`config.mk`:
```
export PLATFORM = sky130hd
export DESIGN_NAME = digit_serial_adder_ctrl
export DESIGN_NICKNAME = d
export VERILOG_FILES = /design/src/rtl/digit_serial_adder_ctrl.sv
export SDC_FILE = /design/constraint.sdc
export NUM_CORES = 1
export LEC_CHECK = 0
export ABC_AREA = 1
export CORE_MARGIN = 2
export CORE_UTILIZATION = 52
export DETAILED_ROUTE_END_ITERATION = 10
export GPL_TIMING_DRIVEN = 1
export HOLD_SLACK_MARGIN = 0.15
export PLACE_DENSITY = 0.84
export SLEW_MARGIN = 20
export SYNTH_ARGS = -nofsm -noshare
export SYNTH_HDL_FRONTEND = slang
export SYNTH_SLANG_ARGS = --single-unit
```
`constraint.sdc`:
```
create_clock -name clk -period 5.8 [get_ports clk]
set_input_delay 1.16 -clock clk [delete_from_list [all_inputs] [get_ports clk]]
set_output_delay 1.16 -clock clk [all_outputs]
set_load 0.05 [all_outputs]
```
`src/rtl/digit_serial_adder_ctrl.sv`:
```
// Digit-serial adder sequencer: accepts parallel operands, issues them LSD-first
// one digit per cycle, reassembles the returned sum digits and hands off the result.
module digit_serial_adder_ctrl #(
  parameter int unsigned W = 16,
  parameter int unsigned D = 4
) (
  input  logic         clk,
  input  logic         reset,
  input  logic         in_valid,
  output logic         in_ready,
  input  logic [W-1:0] in_a,
  input  logic [W-1:0] in_b,
  input  logic         in_cin,
  output logic         dsa_valid,
  output logic         dsa_first,
  output logic [D-1:0] dsa_a,
  output logic [D-1:0] dsa_b,
  output logic         dsa_cin,
  input  logic         dsa_sum_valid,
  input  logic [D-1:0] dsa_sum,
  input  logic         dsa_cout,
  output logic         out_valid,
  input  logic         out_ready,
  output logic [W-1:0] out_sum,
  output logic         out_cout
);

  localparam int unsigned N  = W / D;
  localparam int unsigned CW = $clog2(N + 1);

  // Operand width must split into whole digits
  if ((W % D) != 0) begin : g_bad_width
    $fatal(1, "digit_serial_adder_ctrl: W must be a multiple of D");
  end

  typedef enum logic [1:0] {
    IDLE  = 2'd0,
    ISSUE = 2'd1,
    DRAIN = 2'd2,
    DONE  = 2'd3
  } state_t;

  state_t        state;
  state_t        state_d;
  logic [W-1:0]  a_sr;
  logic [W-1:0]  b_sr;
  logic [CW-1:0] issue_cnt;
  logic [CW-1:0] rx_cnt;
  logic          accept;
  logic          rx_beat;
  logic          rx_last;
  logic          issue_last;

  // Next-state decode and handshake qualifiers
  always_comb begin
    state_d    = state;
    accept     = (state == IDLE) && in_valid && in_ready;
    rx_beat    = ((state == ISSUE) || (state == DRAIN)) && dsa_sum_valid &&
                 (rx_cnt < CW'(N));
    rx_last    = rx_beat && (rx_cnt == CW'(N - 1));
    issue_last = (state == ISSUE) && (issue_cnt == CW'(N - 1));
    case (state)
      IDLE:    if (accept) state_d = ISSUE;
      ISSUE:   if (issue_last) state_d = (rx_last || (rx_cnt == CW'(N))) ? DONE : DRAIN;
      DRAIN:   if (rx_last) state_d = DONE;
      DONE:    if (out_valid && out_ready) state_d = IDLE;
      default: state_d = IDLE;
    endcase
  end

  // State register
  always_ff @(posedge clk or posedge reset) begin
    if (reset) state <= IDLE;
    else       state <= state_d;
  end

  // Handshake flags follow the upcoming state so they line up with it
  always_ff @(posedge clk or posedge reset) begin
    if (reset) begin
      in_ready  <= 1'b1;
      out_valid <= 1'b0;
    end else begin
      in_ready  <= (state_d == IDLE);
      out_valid <= (state_d == DONE);
    end
  end

  // Issue path: digit 0 loads straight from the inputs, the rest shift out of the operand registers
  always_ff @(posedge clk or posedge reset) begin
    if (reset) begin
      a_sr      <= '0;
      b_sr      <= '0;
      issue_cnt <= '0;
      dsa_valid <= 1'b0;
      dsa_first <= 1'b0;
      dsa_cin   <= 1'b0;
      dsa_a     <= '0;
      dsa_b     <= '0;
    end else if (accept) begin
      a_sr      <= in_a >> D;
      b_sr      <= in_b >> D;
      issue_cnt <= '0;
      dsa_valid <= 1'b1;
      dsa_first <= 1'b1;
      dsa_cin   <= in_cin;
      dsa_a     <= in_a[D-1:0];
      dsa_b     <= in_b[D-1:0];
    end else if (state == ISSUE) begin
      issue_cnt <= issue_cnt + CW'(1);
      dsa_first <= 1'b0;
      dsa_cin   <= 1'b0;
      if (issue_last) begin
        dsa_valid <= 1'b0;
        dsa_a     <= '0;
        dsa_b     <= '0;
      end else begin
        dsa_a <= a_sr[D-1:0];
        dsa_b <= b_sr[D-1:0];
        a_sr  <= a_sr >> D;
        b_sr  <= b_sr >> D;
      end
    end
  end

  // Receive path: place each returned digit by rx_cnt; rx_cnt saturates at N
  always_ff @(posedge clk or posedge reset) begin
    if (reset) begin
      rx_cnt   <= '0;
      out_sum  <= '0;
      out_cout <= 1'b0;
    end else if (accept) begin
      rx_cnt <= '0;
    end else if (rx_beat) begin
      for (int unsigned i = 0; i < N; i++) begin
        if (rx_cnt == CW'(i)) out_sum[i*D +: D] <= dsa_sum;
      end
      rx_cnt <= rx_cnt + CW'(1);
      if (rx_last) out_cout <= dsa_cout;
    end
  end

endmodule

```
# --- Yosys cells after proc, flatten, opt, wreduce, memory -nomap -nowiden ---
# Index checks and enable logic that the tools add are counted.
# W data, S select, Z words.
word_totals:
  in_bits: 43
  wordCells: 81
  reg_bits: 70
  out_inout_bits: 30
classes:
  muxes: 28
  add_sub_neg: 2
  n_lt_le_gt_ge: 1
  bitwise: 1
  reduce_logical: 22
  n_eq_ne: 10
ops:
  columns: ["cell", "n"]
  rows:
  - ["$mux W16", 6]
  - ["$mux W4", 6]
  - ["$reduce_and A3 Y1", 5]
  - ["$mux W3", 4]
  - ["$eq A3 B2 Y1 const B", 3]
  - ["$mux W2", 4]
  - ["$pmux W2 S4", 1]
  - ["$logic_and A1 B1 Y1", 7]
  - ["$mux W1", 7]
  - ["$add A3 B1 Y3 const B", 2]
  - ["$eq A2 B2 Y1 const B", 3]
  - ["$reduce_bool A2 Y1", 3]
  - ["$logic_not A2 Y1", 2]
  - ["$reduce_and A2 Y1", 2]
  - ["$eq A3 B1 Y1 const B", 1]
  - ["$eq A3 B3 Y1 const B", 1]
  - ["$logic_not A3 Y1", 1]
  - ["$lt A3 B3 Y1 const B", 1]
  - ["$eq A2 B1 Y1 const B", 1]
  - ["$logic_or A1 B1 Y1", 2]
  - ["$ne A2 B2 Y1 const B", 1]
  - ["$not A1 Y1", 1]

# --- Depth between registers and ports, before layout ---
# Gate-level depths: netlist of run 1.
depth:
  ltp_word: 10
  depth_mapped: 10
  mapped_depth_nobuf: 10

# --- Least setup slack after synthesis of run 1 ---
# OpenSTA, ideal clock, no wires.
synth_path:
  kind: "in2reg"
  startpoint: "input in_valid"
  endpoint: "register out_cout"
  slack_ns: 3.934
  n_path_buf: 1
  required_ns: 5.681
  t_arrival_ns: 1.747
  path_stages: 7
  setup_time_ns: 0.119
  cell_sequence: "nand3_2 > inv_2 > buf_6 > nor2_4 > inv_1 > nand2_1 > nand2_1"
synth_between:
  elab_chain_len: 4
synth_lines:
  columns: ["element", "line_no", "rtl"]
  rows:
  - ["from (decl)", "9", "input logic in_valid,"]
  - ["$logic_and A1 B1 Y1 (2 in a row)", "57", "accept = (state == IDLE) && in_valid && in_ready;"]
  - ["$not A1 Y1 (no source line)", null, null]
  - ["$reduce_and A3 Y1 (no source line)", null, null]
  - ["to (signal assigned)", "138", "if (rx_last) out_cout <= dsa_cout;"]
  - ["to (decl)", "25", "output logic out_cout"]
# No other way between the ends.
# A chain may end at the register's enable or synchronous reset.

# --- Worst setup path after layout of run 1 ---
layout_path:
  startpoint: "input in_valid"
  endpoint: "register out_sum[6]"
layout_between:
  elab_chain_len: 4
layout_lines:
  columns: ["element", "line_no", "rtl"]
  rows:
  - ["$logic_and A1 B1 Y1 (2 in a row)", "57", null]
  - ["$not A1 Y1 (no source line)", null, null]
  - ["$reduce_and A3 Y1 (no source line)", null, null]
  - ["to (signal, indexed assignment)", "135", "if (rx_cnt == CW'(i)) out_sum[i*D +: D] <= dsa_sum;"]
  - ["to (decl)", "24", "output logic [W-1:0] out_sum,"]
# No other way between the ends.

==> results of run 1 <==
final cells by class:
| class | count | share of cell area, % |
|---|---|---|
| well taps | 72 | 2.39 |
| inverters | 25 | 2.49 |
| multi-input cells | 236 | 29.9 |
| flip-flops and latches | 62 | 41.2 |
| clock inverters | 1 | 0.133 |
| repair buffers | 74 | 19.5 |
| clock buffers | 14 | 4.32 |
synth_stat cells, drive strengths merged:
master / n
nand2: 126
nand3: 78
dfrtp: 61
inv: 25
buf: 14
ha: 11
nor2: 11
o21ai: 5
a21boi: 1
a21oi: 1
a22o: 1
dfstp: 1
nand4: 1
xnor2: 1
routing by layer:
metal | vias up | track usage (%)
met4 | 0 | 10.4
met5 | - | 0
met2 | 56 | 33.8
met3 | 13 | 6.09
li1 | 1218 | -
met1 | 1113 | 29.5
sequential cells by signal, indices dropped and copies added (netlist names):
| register | flops |
|---|---|
| dsa_b | 4 |
| dsa_a | 4 |
| a_sr | 12 |
| out_sum | 16 |
| b_sr | 12 |
| dsa_first | 1 |
| dsa_valid | 1 |
| rx_cnt | 3 |
| issue_cnt | 3 |
| dsa_cin | 1 |
| out_valid | 1 |
| state | 2 |
| in_ready | 1 |
| out_cout | 1 |
cell families (layout without fill, tap and decap cells):
kind of cell / count (synthesis) / in the layout / synth area share, %
buffers and inverters: 39 / 114 / 6.38
AND/OR/NAND/NOR: 216 / 216 / 32.7
AO/OA/AOI/OAI: 8 / 8 / 1.62
XOR/XNOR: 1 / 1 / 0.306
adder cells (fa/ha/maj): 11 / 11 / 4.81
flip-flops: 62 / 62 / 54.2
power groups by stage:
stage               Clock (mW)  Sequential, mW  Combinational [mW]
global route             0.359           0.738                1.00
CTS                      0.335           0.715               0.927
finish                   0.331           0.715               0.921
detailed placement           0           0.718               0.921
floorplan                    0            1.01               0.348
global placement             0           0.711               0.898
worst min-delay path, stage by stage, from the launching register on:
cell and delay, ns:
dfrtp_1 0.35, nand2_1 0.05, nand2_1 0.05
metrics by stage:
stage               hold WS (ns)  cell area (um^2)  setup WS (ns)
floorplan                  0.462              2860           3.10
global placement           0.461              3600           2.64
detailed placement         0.462              3600           2.53
CTS                        0.481              3770           2.86
global route               0.499              3770           2.68
finish                     0.478              3770           2.86
path summary, 6_finish.rpt:
path,from,endpoint,depth (start not counted)
min in group asynchronous,reset,b_sr[11]$_DFFE_PP0P_,3
min reg2reg,out_cout$_DFFE_PP0P_,out_cout$_DFFE_PP0P_,2
max reg2reg,state[0]$_DFF_PP0_,out_sum[6]$_DFFE_PP0P_,10
min,out_cout$_DFFE_PP0P_,out_cout$_DFFE_PP0P_,2
max,in_valid,out_sum[6]$_DFFE_PP0P_,9
max in group asynchronous,reset,out_valid$_DFF_PP0_,3
==> impl_metrics.toml, run 1 <==
[finish]
finalNetCount = 462
finish.utilization_pct = 69.7
fin_cells = 484
fillers = 423
multiInputGateArea_mm2 = 0.00113
drive_gt1_share_pct = 6.31
final_cell_mix = "nand2_1 (125), nand3_1 (77), clkdlybuf4s50_1 (72), dfrtp_1 (61), inv_1 (19)"
seq_area_mm2 = 0.00155
layout_commonest_cell = "nand2_1"
diodes = 0
synthToLayoutAreaGrowth_pct = 31.6

[sta]
hold_viol_final = 0
max_slew_margin_pct = 48.1
clock_skew_ns = 0.00775
rsz0062_at_grt = "no"
worst_pin_slew_ns = 0.778
maxSlewViolCount = 0
setup_viol = 0
fmax_ghz = 0.340
post-route-period-util_pct = 50.8
tns_ns = 0
period_minus_slack_ns = 2.94

[worst_setup_path]
reg2reg_slack_ns = 3.35
start_kind = "primary input"
worstSetupEndpointType = "flop"
cp_num_buf_inv = 4
crit_type = "primary input to flop"
cpMaxStageDelayCell = "buf_4"
path_cells = "clkdlybuf4s50_1 -> nand3_2 -> buf_4 -> inv_2 -> nor2_4 -> nand2_1 -> inv_1 -> nand2_1 -> nand2_1"
arrival_ns = 3.23
path_delay_family = "buffers and inverters"
critPathRequiredTime_ns = 6.08
crit_top_cell = "nand2_1"
crit_path_max_incr_delay_ns = 0.45
cp_max_fo = 57

[cts]
cts_hold_buf = 0
root_buffer = "clkbuf_8"
postCtsSetupBuffers = 0
clkSinkCount = 62
h-tree-depth = 3
tritoncts = "done"
cts_resized = 0
path_clk_slew_ns = 0.06
cts_buffers = 9
clkLatencyLatePin_ns = 0.34
cts_buffer_depth = 2

[detailed_routing]
finalWirelength_mm = 6.25
route.vias.total = 2400
wl_met3_um = 296
routedWlPerCell_um = 12.9
met2_length_mm = 2.91
detail-route-antenna-nets = 0
drt-met1-wl_mm = 2.89
top_layer_used = "met4"
drt-initial-drc-count = 163
vias_per_cell = 4.96
drtPass1Iterations = 4
drc = 0

[power_and_ir_drop]
pwr-share-clk_pct = 16.8
power_mw = 1.97
sw_frac_of_total_pct = 44.0
p_sw_uw = 865
ir_worst_vdd_mv = 0.366
internal-power_mw = 1.10
comb_power_share_pct = 46.8
p_per_area_mw_per_mm2 = 522
seq_power_share_pct = 36.4
p_leak_nw = 1.90

[grt]
grt_pass1_wl_mm = 10.6
grt_max_degree = 63
grt_pass1_vias = 2330
grt_overflow = 0
antenna_found_initial = 0
grt_usage_pct = 22.1

[synth]
yosysTopAreaCell = "dfrtp_1"
avgSynthCellArea_um2 = 8.50
yosys_warnings = 0
synth-seq-area-share_pct = 54.2
ys_types = 22
synth_top_area_share_pct = 53.3
ys_seq_elements = 62
netlist_top_cells_area = "dfrtp_1 (53%), nand2_1 (16%), nand3_1 (13%)"
postSynthCellCount = 337
synth_nets = 391
syn_area_mm2 = 0.00286

[run_status]
status = "finished clean"

[placed_design]
dp.cells = 469
place_hpwl_mm = 4.20
portBuffers = 72
gp_congestion = 0.780

[floorplan]
die_h_um = 78.2
start_util_pct = 53.0
fp-row-count = 27
dieArea_mm2 = 0.00612
num_io_pins = 73
fp.dieW_um = 78.2
coreArea_mm2 = 0.00541

[worst_hold_path]
hp-class = "flop to flop"

[flow_run]
drv_cap = 0
Power figures use the tool's default switching activity.
==> run 2: changes to the inputs <==
Settings changed: CORE_UTILIZATION 52 to 44, PLACE_DENSITY 0.84 to 0.76.
Clock period 5.8 ns to 2.4 ns, I/O delays scaled along.
==> run 2 against run 1 <==
Effect of this change:
- power increased by 150%
- design area is 2.5% higher
- sequential cell count unchanged
- register-to-register slack worse by 2.7 ns
- critical path depth decreased by 8
- combinational power grew 140%
- critical endpoint is now in_ready
- highest routed layer unchanged
==> impl_metrics.toml, run 2 (same netlist as run 1, synthesis figures left out) <==
[detailed_routing]
detail-route-antenna-nets = 0
drt-initial-drc-count = 107
route.vias.total = 2430
vias_per_cell = 4.93
drc = 0
finalWirelength_mm = 6.23
routedWlPerCell_um = 12.6
drtPass1Iterations = 4

[grt]
grt_overflow = 0
grt_pass1_wl_mm = 10.8
met1_usage_pct = 25.6
grt_pass1_vias = 2328
use_met2_pct = 28.3
busiest_layer = "met2"
use_met3_pct = 5.31
grt_usage_pct = 19.0
grt_max_degree = 63
antenna_found_initial = 0

[power_and_ir_drop]
seq_power_share_pct = 35.1
ir_worst_vdd_mv = 0.828
internal-power_mw = 2.79
sw_frac_of_total_pct = 43.0
pwr-share-clk_pct = 19.2
comb_power_share_pct = 45.7
p_sw_mw = 2.11
p_leak_nw = 1.94
p_per_area_mw_per_mm2 = 1270

[sta]
rsz0062_at_grt = "no"
hold_viol_final = 0
clock_skew_ns = 0.0127
max_slew_margin_pct = 66.1
tns_ns = 0
fmax_ghz = 0.466
post-route-period-util_pct = 89.4
period_minus_slack_ns = 2.15
setup_viol = 0
maxSlewViolCount = 0
worst_pin_slew_ns = 0.507

[finish]
fillers = 538
top_register = "out_sum"
top_regs = "out_sum x16, a_sr x12, b_sr x12"
drive_gt1_share_pct = 7.93
finalNetCount = 465
fin_cells = 493
layout_commonest_cell = "nand2_1"
largest_reg_flops = 16
final_area_mm2 = 0.00386
final_cell_mix = "nand2_1 (125), nand3_1 (77), clkdlybuf4s50_1 (72), dfrtp_1 (61), inv_1 (19)"
finish.utilization_pct = 61.2
synthToLayoutAreaGrowth_pct = 34.9
diodes = 0

[placed_design]
gp_congestion = 0.726
place_area_mm2 = 0.00365
place_hpwl_mm = 4.36
dp.cells = 477
portBuffers = 72

[cts]
clkSinkCount = 62
cts_resized = 0
clkLatencyLatePin_ns = 0.34
root_buffer = "clkbuf_8"
path_clk_slew_ns = 0.06
tritoncts = "done"
cts_hold_buf = 0
cts_buffers = 9
postCtsSetupBuffers = 0
h-tree-depth = 3
cts_buffer_depth = 2

[floorplan]
fp.dieW_um = 84.7
die_h_um = 84.7
dieArea_mm2 = 0.00717
coreArea_mm2 = 0.00631
start_util_pct = 45.4
num_io_pins = 73
fp-row-count = 29

[worst_setup_path]
path_cells = "clkdlybuf4s50_1"
cpMaxStageDelayCell = "clkdlybuf4s50_1"
cp_max_fo = 2
critPathRequiredTime_ns = 1.92
crit_type = "flop to output port"
start_kind = "flop"
arrival_ns = 1.67
cp_num_buf_inv = 1
path_delay_family = "buffers and inverters"
crit_path_max_incr_delay_ns = 0.80
worstSetupEndpointType = "output port"

[run_status]
status = "finished clean"

[worst_hold_path]
hp-class = "flop to flop"

[flow_run]
drv_cap = 0
[run 2: cell count changes in the layout (fill, tap and decap cells not counted)]
cell       previous run  this run
clkinv_2              1         2
bufinv_16             0         1
clkbuf_1              3         0
clkinv_4              0         2
buf_4                 2         3
buf_12                0         2
[run 2: through the flow]
step	worst slack, ns	total power, mW	hold slack (ns)
floorplan	0.380	3.27	0.462
global placement	0.505	3.93	0.456
detailed placement	0.486	3.99	0.465
CTS	0.230	4.96	0.482
global route	0.207	5.25	0.514
finish	0.254	4.90	0.477
[run 2: path summary, 6_finish.rpt]
check                                 startpoint                     to  slack [ns]  cells past startpoint
max                           in_ready$_DFF_PP1_               in_ready        0.25                      1
min                        dsa_valid$_DFFE_PP0P_  dsa_valid$_DFFE_PP0P_        0.48                      2
max reg2reg                   state[1]$_DFF_PP0_     in_ready$_DFF_PP1_        0.65                      9
min reg2reg                dsa_valid$_DFFE_PP0P_  dsa_valid$_DFFE_PP0P_        0.48                      2
max in group asynchronous                  reset     in_ready$_DFF_PP1_        1.55                      3
min in group asynchronous                  reset    b_sr[3]$_DFFE_PP0P_        0.50                      3
[run 2: metal layers]
layer / share of wire [%] / up-vias
met5: 0 / -
met4: 2.3 / 0
met3: 6.0 / 12
met2: 46 / 68
met1: 46 / 1122
li1: - / 1228
[run 2: power groups by stage]
stage,combinational [mW],clock (mW),sequential [mW]
global placement,2.20,0,1.72
floorplan,0.840,0,2.43
global route,2.44,1.02,1.78
detailed placement,2.25,0,1.74
finish,2.24,0.942,1.72
CTS,2.26,0.971,1.73
[run 2: cell type report]
type	instances	area (um^2)	share of cell area, %
flip-flops and latches	62	1550	40.2
multi-input cells	236	1130	29.2
repair buffers	77	783	20.3
clock buffers	11	151	3.92
well taps	77	96.3	2.49
inverters	25	93.8	2.43
clock inverters	5	57.6	1.49
[run 2: worst min-delay path, delay by kind of cell (launching register included)]
family	cells	cell delay [ns]
flip-flops	1	0.35
AND/OR/NAND/NOR	2	0.10
==> run 3: changes to the inputs <==
Settings changed: GPL_ROUTABILITY_DRIVEN from default to 0.
==> results of run 3 <==
The final DEF is identical to that of run 2; final timing and power are the same.
